`config.mk`:
```
export PLATFORM = sky130hd
export DESIGN_NAME = id_issue_buf
export DESIGN_NICKNAME = d
export VERILOG_FILES = /design/src/rtl/id_issue_buf.sv
export SDC_FILE = /design/constraint.sdc
export NUM_CORES = 1
export LEC_CHECK = 0
export CAP_MARGIN = 20
export CORE_MARGIN = 3
export CORE_UTILIZATION = 30
export DETAILED_ROUTE_END_ITERATION = 7
export PLACE_DENSITY_LB_ADDON = 0.08
export SYNTH_ARGS = -nofsm -noshare
export SYNTH_HDL_FRONTEND = slang
export SYNTH_SLANG_ARGS = --single-unit
export TNS_END_PERCENT = 50
```
`constraint.sdc`:
```
create_clock -name clk -period 6.46 [get_ports clk]
set_input_delay 0.646 -clock clk [delete_from_list [all_inputs] [get_ports clk]]
set_output_delay 0.646 -clock clk [all_outputs]
set_load 0.005 [all_outputs]
```
`src/rtl/id_issue_buf.sv`:
```
// Instruction queue between IF and ID with a per-register pending-writer scoreboard.
// Optional ID_BYPASS_EN: an empty queue forwards in_* straight to out_* (0-cycle latency).
module id_issue_buf #(
    parameter int unsigned DEPTH = 4,
    parameter int unsigned XLEN  = 32,
    parameter int unsigned NREG  = 32,
    parameter int unsigned CNT_W = 2
) (
    input  logic            clk,
    input  logic            rst,
    input  logic            in_valid,
    output logic            in_ready,
    input  logic [XLEN-1:0] in_pc,
    input  logic [31:0]     in_inst,
    output logic            out_valid,
    input  logic            out_ready,
    output logic [XLEN-1:0] out_pc,
    output logic [31:0]     out_inst,
    output logic [4:0]      out_rs1,
    output logic [4:0]      out_rs2,
    output logic [4:0]      out_rd,
    input  logic            wb_valid,
    input  logic [4:0]      wb_addr,
    input  logic            flush,
    output logic            stallreq
);

    localparam int unsigned PW = $clog2(DEPTH);
    localparam logic [CNT_W-1:0] CNT_MAX = '1;
    localparam logic [CNT_W-1:0] CNT_ONE = CNT_W'(1);

    localparam logic [6:0] OpLoad   = 7'b0000011;
    localparam logic [6:0] OpStore  = 7'b0100011;
    localparam logic [6:0] OpImm    = 7'b0010011;
    localparam logic [6:0] OpReg    = 7'b0110011;
    localparam logic [6:0] OpLui    = 7'b0110111;
    localparam logic [6:0] OpAuipc  = 7'b0010111;
    localparam logic [6:0] OpJal    = 7'b1101111;
    localparam logic [6:0] OpJalr   = 7'b1100111;
    localparam logic [6:0] OpBranch = 7'b1100011;

    logic [XLEN-1:0]  pc_mem   [DEPTH];
    logic [31:0]      inst_mem [DEPTH];
    logic [PW-1:0]    rd_ptr_q, wr_ptr_q;
    logic [PW:0]      count_q;
    logic [CNT_W-1:0] cnt_q [NREG];
    logic [CNT_W-1:0] cnt_d [NREG];

    logic            bypass, head_valid;
    logic [XLEN-1:0] head_pc;
    logic [31:0]     head_inst;
    logic [6:0]      opcode;
    logic [4:0]      rs1, rs2, rd;
    logic            rs1_use, rs2_use, rd_write, long_lat;
    logic            rs1_busy, rs2_busy, sat, hazard;
    logic            fire, take, deq, enq, inc;

`ifdef ID_BYPASS_EN
    assign bypass = in_valid && (count_q == '0);
`else
    assign bypass = 1'b0;
`endif

    always_comb begin
        head_valid = (count_q != '0) || bypass;
        head_pc    = '0;
        head_inst  = '0;
        if (count_q != '0) begin
            head_pc   = pc_mem[rd_ptr_q];
            head_inst = inst_mem[rd_ptr_q];
        end else if (bypass) begin
            head_pc   = in_pc;
            head_inst = in_inst;
        end
    end

    assign opcode = head_inst[6:0];
    assign rs1    = head_inst[19:15];
    assign rs2    = head_inst[24:20];
    assign rd     = head_inst[11:7];

    always_comb begin
        rs1_use  = 1'b0;
        rs2_use  = 1'b0;
        rd_write = 1'b0;
        long_lat = 1'b0;
        case (opcode)
            OpImm:           begin rs1_use = 1'b1; rd_write = 1'b1; end
            OpReg:           begin
                rs1_use  = 1'b1;
                rs2_use  = 1'b1;
                rd_write = 1'b1;
                long_lat = (head_inst[31:25] == 7'b0000001);
            end
            OpLui, OpAuipc,
            OpJal:           rd_write = 1'b1;
            OpJalr:          begin rs1_use = 1'b1; rd_write = 1'b1; end
            OpBranch,
            OpStore:         begin rs1_use = 1'b1; rs2_use = 1'b1; end
            OpLoad:          begin rs1_use = 1'b1; rd_write = 1'b1; long_lat = 1'b1; end
            default:         ;
        endcase
    end

    // A writeback this cycle that retires the last pending writer frees the source now.
    always_comb begin
        rs1_busy = (rs1 != '0) && (cnt_q[rs1] != '0) &&
                   !(wb_valid && (wb_addr == rs1) && (cnt_q[rs1] == CNT_ONE));
        rs2_busy = (rs2 != '0) && (cnt_q[rs2] != '0) &&
                   !(wb_valid && (wb_addr == rs2) && (cnt_q[rs2] == CNT_ONE));
        sat      = long_lat && rd_write && (rd != '0) && (cnt_q[rd] == CNT_MAX);
        hazard   = (rs1_use && rs1_busy) || (rs2_use && rs2_busy) || sat;
    end

    assign in_ready  = (count_q < (PW+1)'(DEPTH));
    assign out_valid = head_valid && !hazard;
    assign stallreq  = head_valid && hazard;
    assign out_pc    = head_pc;
    assign out_inst  = head_inst;
    assign out_rs1   = rs1;
    assign out_rs2   = rs2;
    assign out_rd    = rd;

    assign fire = out_valid && out_ready;
    assign take = fire && !flush;
    assign deq  = take && !bypass;
    assign enq  = in_valid && in_ready && !flush && !(bypass && fire);
    assign inc  = take && long_lat && rd_write && (rd != '0);

    always_ff @(posedge clk or negedge rst) begin
        if (!rst) begin
            rd_ptr_q <= '0;
            wr_ptr_q <= '0;
            count_q  <= '0;
        end else if (flush) begin
            rd_ptr_q <= '0;
            wr_ptr_q <= '0;
            count_q  <= '0;
        end else begin
            if (deq) rd_ptr_q <= rd_ptr_q + 1'b1;
            if (enq) wr_ptr_q <= wr_ptr_q + 1'b1;
            case ({enq, deq})
                2'b10:   count_q <= count_q + 1'b1;
                2'b01:   count_q <= count_q - 1'b1;
                default: count_q <= count_q;
            endcase
        end
    end

    always_ff @(posedge clk) begin
        if (enq) begin
            pc_mem[wr_ptr_q]   <= in_pc;
            inst_mem[wr_ptr_q] <= in_inst;
        end
    end

    always_comb begin
        cnt_d[0] = '0;
        for (int i = 1; i < int'(NREG); i++) begin
            logic hit_inc, hit_dec;
            hit_inc  = inc && (rd == 5'(i));
            hit_dec  = wb_valid && (wb_addr == 5'(i));
            cnt_d[i] = cnt_q[i];
            if (hit_inc && !hit_dec) begin
                cnt_d[i] = cnt_q[i] + 1'b1;
            end else if (hit_dec && !hit_inc && (cnt_q[i] != '0)) begin
                cnt_d[i] = cnt_q[i] - 1'b1;
            end
        end
    end

    always_ff @(posedge clk or negedge rst) begin
        if (!rst) begin
            for (int i = 0; i < int'(NREG); i++) cnt_q[i] <= '0;
        end else begin
            for (int i = 0; i < int'(NREG); i++) cnt_q[i] <= cnt_d[i];
        end
    end

endmodule
```
==> qor.txt, run 1 <==
Die ar.: 59,300 µm²
max_cap viols: 0
RR Endpoint: cnt_q[23]
CP Class: reg2out
Final Setup Violations: 0
wire length on met1: 24,400 µm
post-synthesis register bit count: 325
Sw Ratio: 34.4%
clk slew on worst S/H paths: 0.06 ns
Power Total: 6970 µW
first-pass GRT wire length: 85,900 µm
Met2 Wirelength: 26,700 µm
endpoints failing hold: 0
Main synth FF type: edfxtp_1
DR WL/cell: 25.0 µm
Resize count post-CTS: 0
Syn Inst Count: 1,377
Filler cells: 5,474
Die Wd: 244 µm
Placed Cells incl. Taps: 2,220
port bufs: 156
Yosys cell types: 93
via/cell ratio: 5.49
top routing layer in use: met5
area grow syn2layout: 20.5%
Setup TNS Final: 0 ns
most frequent cells in the layout: edfxtp_1 (256), clkdlybuf4s50_1 (155), nand2_1 (133), nor2_1 (93)
Area contributors post-synth: edfxtp_1 (45%), dfrtp_1 (10%), mux4_2 (8.9%)
Total Wirelength: 57,400 µm
CTS max path bufs: 3
layout cells sized above 1: 13.2%
HP Class: in2async
Critical R2R Launch: rd_ptr_q[1]
clock root cell: clkbuf_16
leakage power: 0.00678 µW
Power Density: 341 nW/µm²
clock network fraction of design power: 30.6%
commonest non-fill, non-tap cell in the layout: edfxtp_1
Rel. slew slack: 26.9%
largest net degree at the start of global routing: 49
Seq pwr share: 35.5%
kind of end point of the critical path: output port
Site Rows: 86
H-tree depth: 2
R2R Setup Slk: 0.97 ns
WP data required: 5.81 ns
Worst Path Max Fanout: 16
number of synthesized flops with an enable pin: 256
Logic pwr share: 33.9%
Core Area: 55,500 µm²
via count: 12,600
length of the first detailed-routing pass in iterations: 7
async set or reset register ratio after synthesis: 21.2%
vias in the first global route: 12,700
Die Y: 244 µm
final worst-path cycle share: 90.3%
Worst setup SP type: flop
Psw: 2400 µW
I/O pin count: 157
starting density of the core: 30.5%
largest area contributor in the netlist: edfxtp_1
antenna-violating nets left: 0
DP HPWL: 39,700 µm
RSZ-0062 raised after global routing: false
drt drc: 0
Util after Layout: 36.8%
CTS tree: done
register area share after synthesis: 55.6%
Post-Layout Cell Count: 2,294
Worst VDD drop: 186 µV
fmax: 172 MHz
Yosys top cell area share: 45.4%
crit path time final: 5.83 ns
status: complete, no violations
clk sink count: 325
hold buffers post-CTS: 0
max-slew violations: 0
CTS buffer count: 39
Post-CTS Repair Setup Buffers: 0
Clock Latency Late Sink: 0.58 ns
internal power: 4570 µW
worst-margin pin slew: 1.09 ns
initial drt markers: 959
synth warn: 0
Final Wtd Congestion: 0.936
Crit path arrival time: 5.18 ns
Clock Skew: 0.0243 ns
met3 wire len: 3950 µm
nets@finish: 1,593
worst reg2reg path depth: 11
gr usage total: 19.2%
syn_area_per_cell: 12.3 µm²
total gr overflow: 0
synthesized area: 16,900 µm²
post-synth net total: 1,457
initial antenna violation count: 8
## layer usage
| layer | vias to the layer above | track usage (%) |
|---|---|---|
| li1 | 5606 | - |
| met1 | 6366 | 25.8 |
| met2 | 490 | 30.7 |
| met3 | 128 | 3.79 |
| met4 | 12 | 7.67 |
| met5 | - | 0 |
## kinds of logic (layout without fill, tap and decap cells)
kind of cell	after synthesis	in the layout	share of synthesized area [%]
XOR/XNOR	16	16	0.828
flip-flops	325	325	55.6
other	0	2	0
adder cells (fa/ha/maj)	5	5	0.414
buffers and inverters	147	314	4.29
AND/OR/NAND/NOR	494	494	15.7
AO/OA/AOI/OAI	280	280	11.7
multiplexers	110	110	11.5
## state kept, by name (all words and copies together) (netlist names)
name	cells
count_q	3
rd_ptr_q	2
wr_ptr_q	2
pc_mem	128
cnt_q	62
inst_mem	128
## synthesized netlist by cell type, drive strengths merged (11+ instances only)
cell type / n
dfrtp: 69
nand3: 37
o211ai: 29
nor3: 29
mux2i: 34
o21ai: 60
xnor2: 15
mux4: 67
o41ai: 11
a31oi: 21
nor2: 94
buf: 57
nand4: 23
nand2b: 14
and2: 57
edfxtp: 256
nand2: 134
clkbuf: 36
inv: 53
nor4: 35
nand3b: 12
o31ai: 14
nor2b: 18
a21oi: 40
## worst max path at each step
stage,depth (start not counted),startpoint,to,slack (ns)
floorplan,17,rd_ptr_q[0],count_q[1],2.60
global route,12,rd_ptr_q[0],out_valid,0.27
detailed placement,11,rd_ptr_q[1],cnt_q[23],1.05
CTS,12,rd_ptr_q[0],out_valid,0.51
finish,12,rd_ptr_q[0],out_valid,0.63
global placement,11,rd_ptr_q[1],cnt_q[23],1.13
## area by class of cell
class                   instances  area (µm²)  area share (%)
flip-flops and latches        325        9420            46.2
diodes                          2        5.00          0.0245
well taps                     748         936            4.58
inverters                      54         203           0.993
repair buffers                188        1800            8.81
multi-input cells             905        6810            33.4
clock inverters                22         193           0.944
clock buffers                  50        1050            5.13
## power groups by stage
stage	Sequential (µW)	Clock (µW)	Combinational, µW
floorplan	2460	0	1390
global placement	2520	0	2370
detailed placement	2520	0	2360
CTS	2480	2220	2370
global route	2490	2300	2530
finish	2470	2130	2360
## worst max-delay path, cell delays in order (launching register included)
cell	delay [ns]
dfrtp_4	0.57
buf_4	0.37
mux4_2	0.60
nand2_1	0.58
inv_1	0.37
a21oi_1	0.22
nor3_1	0.06
a211oi_1	0.35
o32a_1	0.31
o2111a_1	0.32
nand2_1	0.15
nor2_1	0.15
clkdlybuf4s50_1	0.52
## per-stage QoR
stage | worst slack, ns | cell area (µm²) | hold slack (ns)
after detailed placement | 1.05 | 19200 | 0.563
final | 0.629 | 20400 | 0.0230
after global placement | 1.13 | 19200 | 0.548
after CTS | 0.511 | 20400 | 0.000216
after global routing | 0.270 | 20400 | 0.0272
after floorplan | 2.60 | 16900 | 0.350
(Power assumes the default switching activity.)
==> run 2: changes to the inputs <==
CORE_MARGIN = 4   (was 3)
RECOVER_POWER = 50   (was unset)
==> run 2 against run 1 <==
Net effect:
- the run now ends with max-capacitance violations, max-slew violations left
- global-route usage down 0.56 points
- hold slack improved by 0.54 ns
- combinational power shrank 2%
- clock-buffer cell count is 1 higher
- clock power barely moved
- register-to-register slack improved by 0.38 ns
- largest cell class unchanged
- largest power group unchanged
==> qor.txt, run 2 (same netlist as run 1, synthesis figures left out) <==
crit path time final: 5.74 ns
DP HPWL: 40,000 µm
port bufs: 156
RR Endpoint: cnt_q[23]
WHS Path Cells: 2
R2R Setup Slk: 1.35 ns
Post-Layout Cell Count: 2,289
pre-CTS WS: 1.14 ns
worst reg2reg path depth: 11
Worst Path Max Fanout: 28
Die ar.: 60,300 µm²
area grow syn2layout: 20.6%
via count: 12,500
max_cap viols: 3
WP data required: 5.81 ns
CP Buf/Inv Count: 2
clk slew on worst S/H paths: 0.06 ns
Slowest-stage cell, CP: mux4_2
RSZ-0062 raised after global routing: false
endpoints failing hold: 0
status: complete, but fails checks
nets@finish: 1,590
CP delay by family, top: compound AO/OA/AOI/OAI gates
clock root cell: clkbuf_16
Cell Chain, Critical Path: mux4_2 -> nand2_1 -> inv_1 -> a21oi_1 -> nor3_1 -> a211oi_1 -> o32a_1 -> o2111a_1 -> nand2_1 -> nor2_1 -> clkdlybuf4s50_1
Die Y: 246 µm
layout cells sized above 1: 12.7%
Rel. slew slack: -148%
fmax: 174 MHz
antenna-violating nets left: 0
Final Wtd Congestion: 0.925
vias in the first global route: 12,800
gr usage total: 18.7%
H-tree depth: 2
tightest hold margin: 0.567 ns
crit-path most repeated cell: nand2_1
area of the multi-input gates: 6800 µm²
HP Class: reg2reg
max-slew violations: 111
drt drc: 0
CP max stage delay: 0.85 ns
failing checks: max-capacitance violations, max-slew violations
largest registers: inst_mem x128, pc_mem x128, cnt_q x62
kind of end point of the critical path: output port
Hold Crit Start: cnt_q[60]
leakage power: 0.00679 µW
worst-margin pin slew: 3.71 ns
Placed Cells incl. Taps: 2,216
first-pass GRT wire length: 84,600 µm
initial antenna violation count: 10
I/O pin count: 157
CTS tree: done
Worst VDD drop: 220 µV
Worst setup SP type: flop
Setup TNS Final: 0 ns
final worst-path cycle share: 88.8%
DR WL/cell: 25.1 µm
Total Wirelength: 57,400 µm
Power Density: 341 nW/µm²
most frequent cells in the layout: edfxtp_1 (256), nand2_1 (133), nor2_1 (93), clkdlybuf4s50_1 (89)
via/cell ratio: 5.48
Hold EP: cnt_q[61]
length of the first detailed-routing pass in iterations: 6
Core Area: 55,500 µm²
Resize count post-CTS: 0
largest net degree at the start of global routing: 60
total gr overflow: 0
Die Wd: 246 µm
Clock Latency Late Sink: 0.57 ns
Worst Slack Setup Final: 0.723 ns
CTS max path bufs: 3
commonest non-fill, non-tap cell in the layout: edfxtp_1
Clock Skew: 0.0209 ns
CTS buffer count: 39
Filler cells: 5,506
Critical R2R Launch: rd_ptr_q[0]
starting density of the core: 30.5%
CP Class: reg2out
initial drt markers: 1,011
Post-CTS Repair Setup Buffers: 0
clk sink count: 325
Site Rows: 86
Crit path arrival time: 5.09 ns
Sequential Area: 9420 µm²
Power Total: 6960 µW
Final Setup Violations: 0
run 2: changes by cell type in the layout (fill, tap and decap cells not counted), sizes merged:
cell           change
bufinv             +1
dlygate4sd3       +67
clkinv             -3
clkdlybuf4s50     -66
diode              +1
clkinvlp           -2
buf                -6
clkbuf             +3
run 2: final cells by class:
type / count / share of cell area [%]
diodes: 3 / 0.0368
multi-input cells: 905 / 33.3
clock inverters: 18 / 0.913
well taps: 748 / 4.58
repair buffers: 185 / 8.74
inverters: 54 / 0.993
flip-flops and latches: 325 / 46.1
clock buffers: 51 / 5.30
run 2: worst min-delay path: cells and delay by family (launching register included):
| family | cells | cell delay, ns |
|---|---|---|
| DFF | 1 | 0.38 |
| AOI/OAI and AO/OA | 1 | 0.09 |
| and+or+nand+nor | 1 | 0.07 |
run 2: metrics by stage:
stage / cell area [µm²] / utilization (%)
4_1_cts: 20400 / 36.8
5_1_grt: 20400 / 36.8
3_3_place_gp: 19200 / 34.5
2_1_floorplan: 16900 / -
6_report: 20400 / 36.8
3_5_place_dp: 19200 / 34.5
run 2: power by group:
part / leakage, µW / switching, µW / internal, µW
sequential: 0.00323 / 114 / 2380
clock: 0.000619 / 892 / 1270
combinational: 0.00294 / 1340 / 970
total: 0.00679 / 2340 / 4620
run 2: metal layers:
| metal | vias up | routed length [µm] | track usage [%] |
|---|---|---|---|
| li1 | 5600 | - | - |
| met1 | 6272 | 24400 | 24.7 |
| met2 | 515 | 26400 | 29.6 |
| met3 | 146 | 4050 | 4.37 |
| met4 | 12 | 2460 | 7.69 |
| met5 | - | 74 | 0 |
run 2: worst max path at each step:
stage	startpoint	end	depth (start not counted)
global route	rd_ptr_q[0]	stallreq	10
floorplan	rd_ptr_q[0]	count_q[1]	17
finish	rd_ptr_q[0]	out_valid	11
detailed placement	rd_ptr_q[0]	stallreq	10
global placement	rd_ptr_q[0]	stallreq	10
CTS	rd_ptr_q[0]	stallreq	10
run 2: timing repair:
action	in CTS	in global routing
hold buffers	1	0
hold endpoints to repair	10	0
endpoints found under the setup margin	0	0
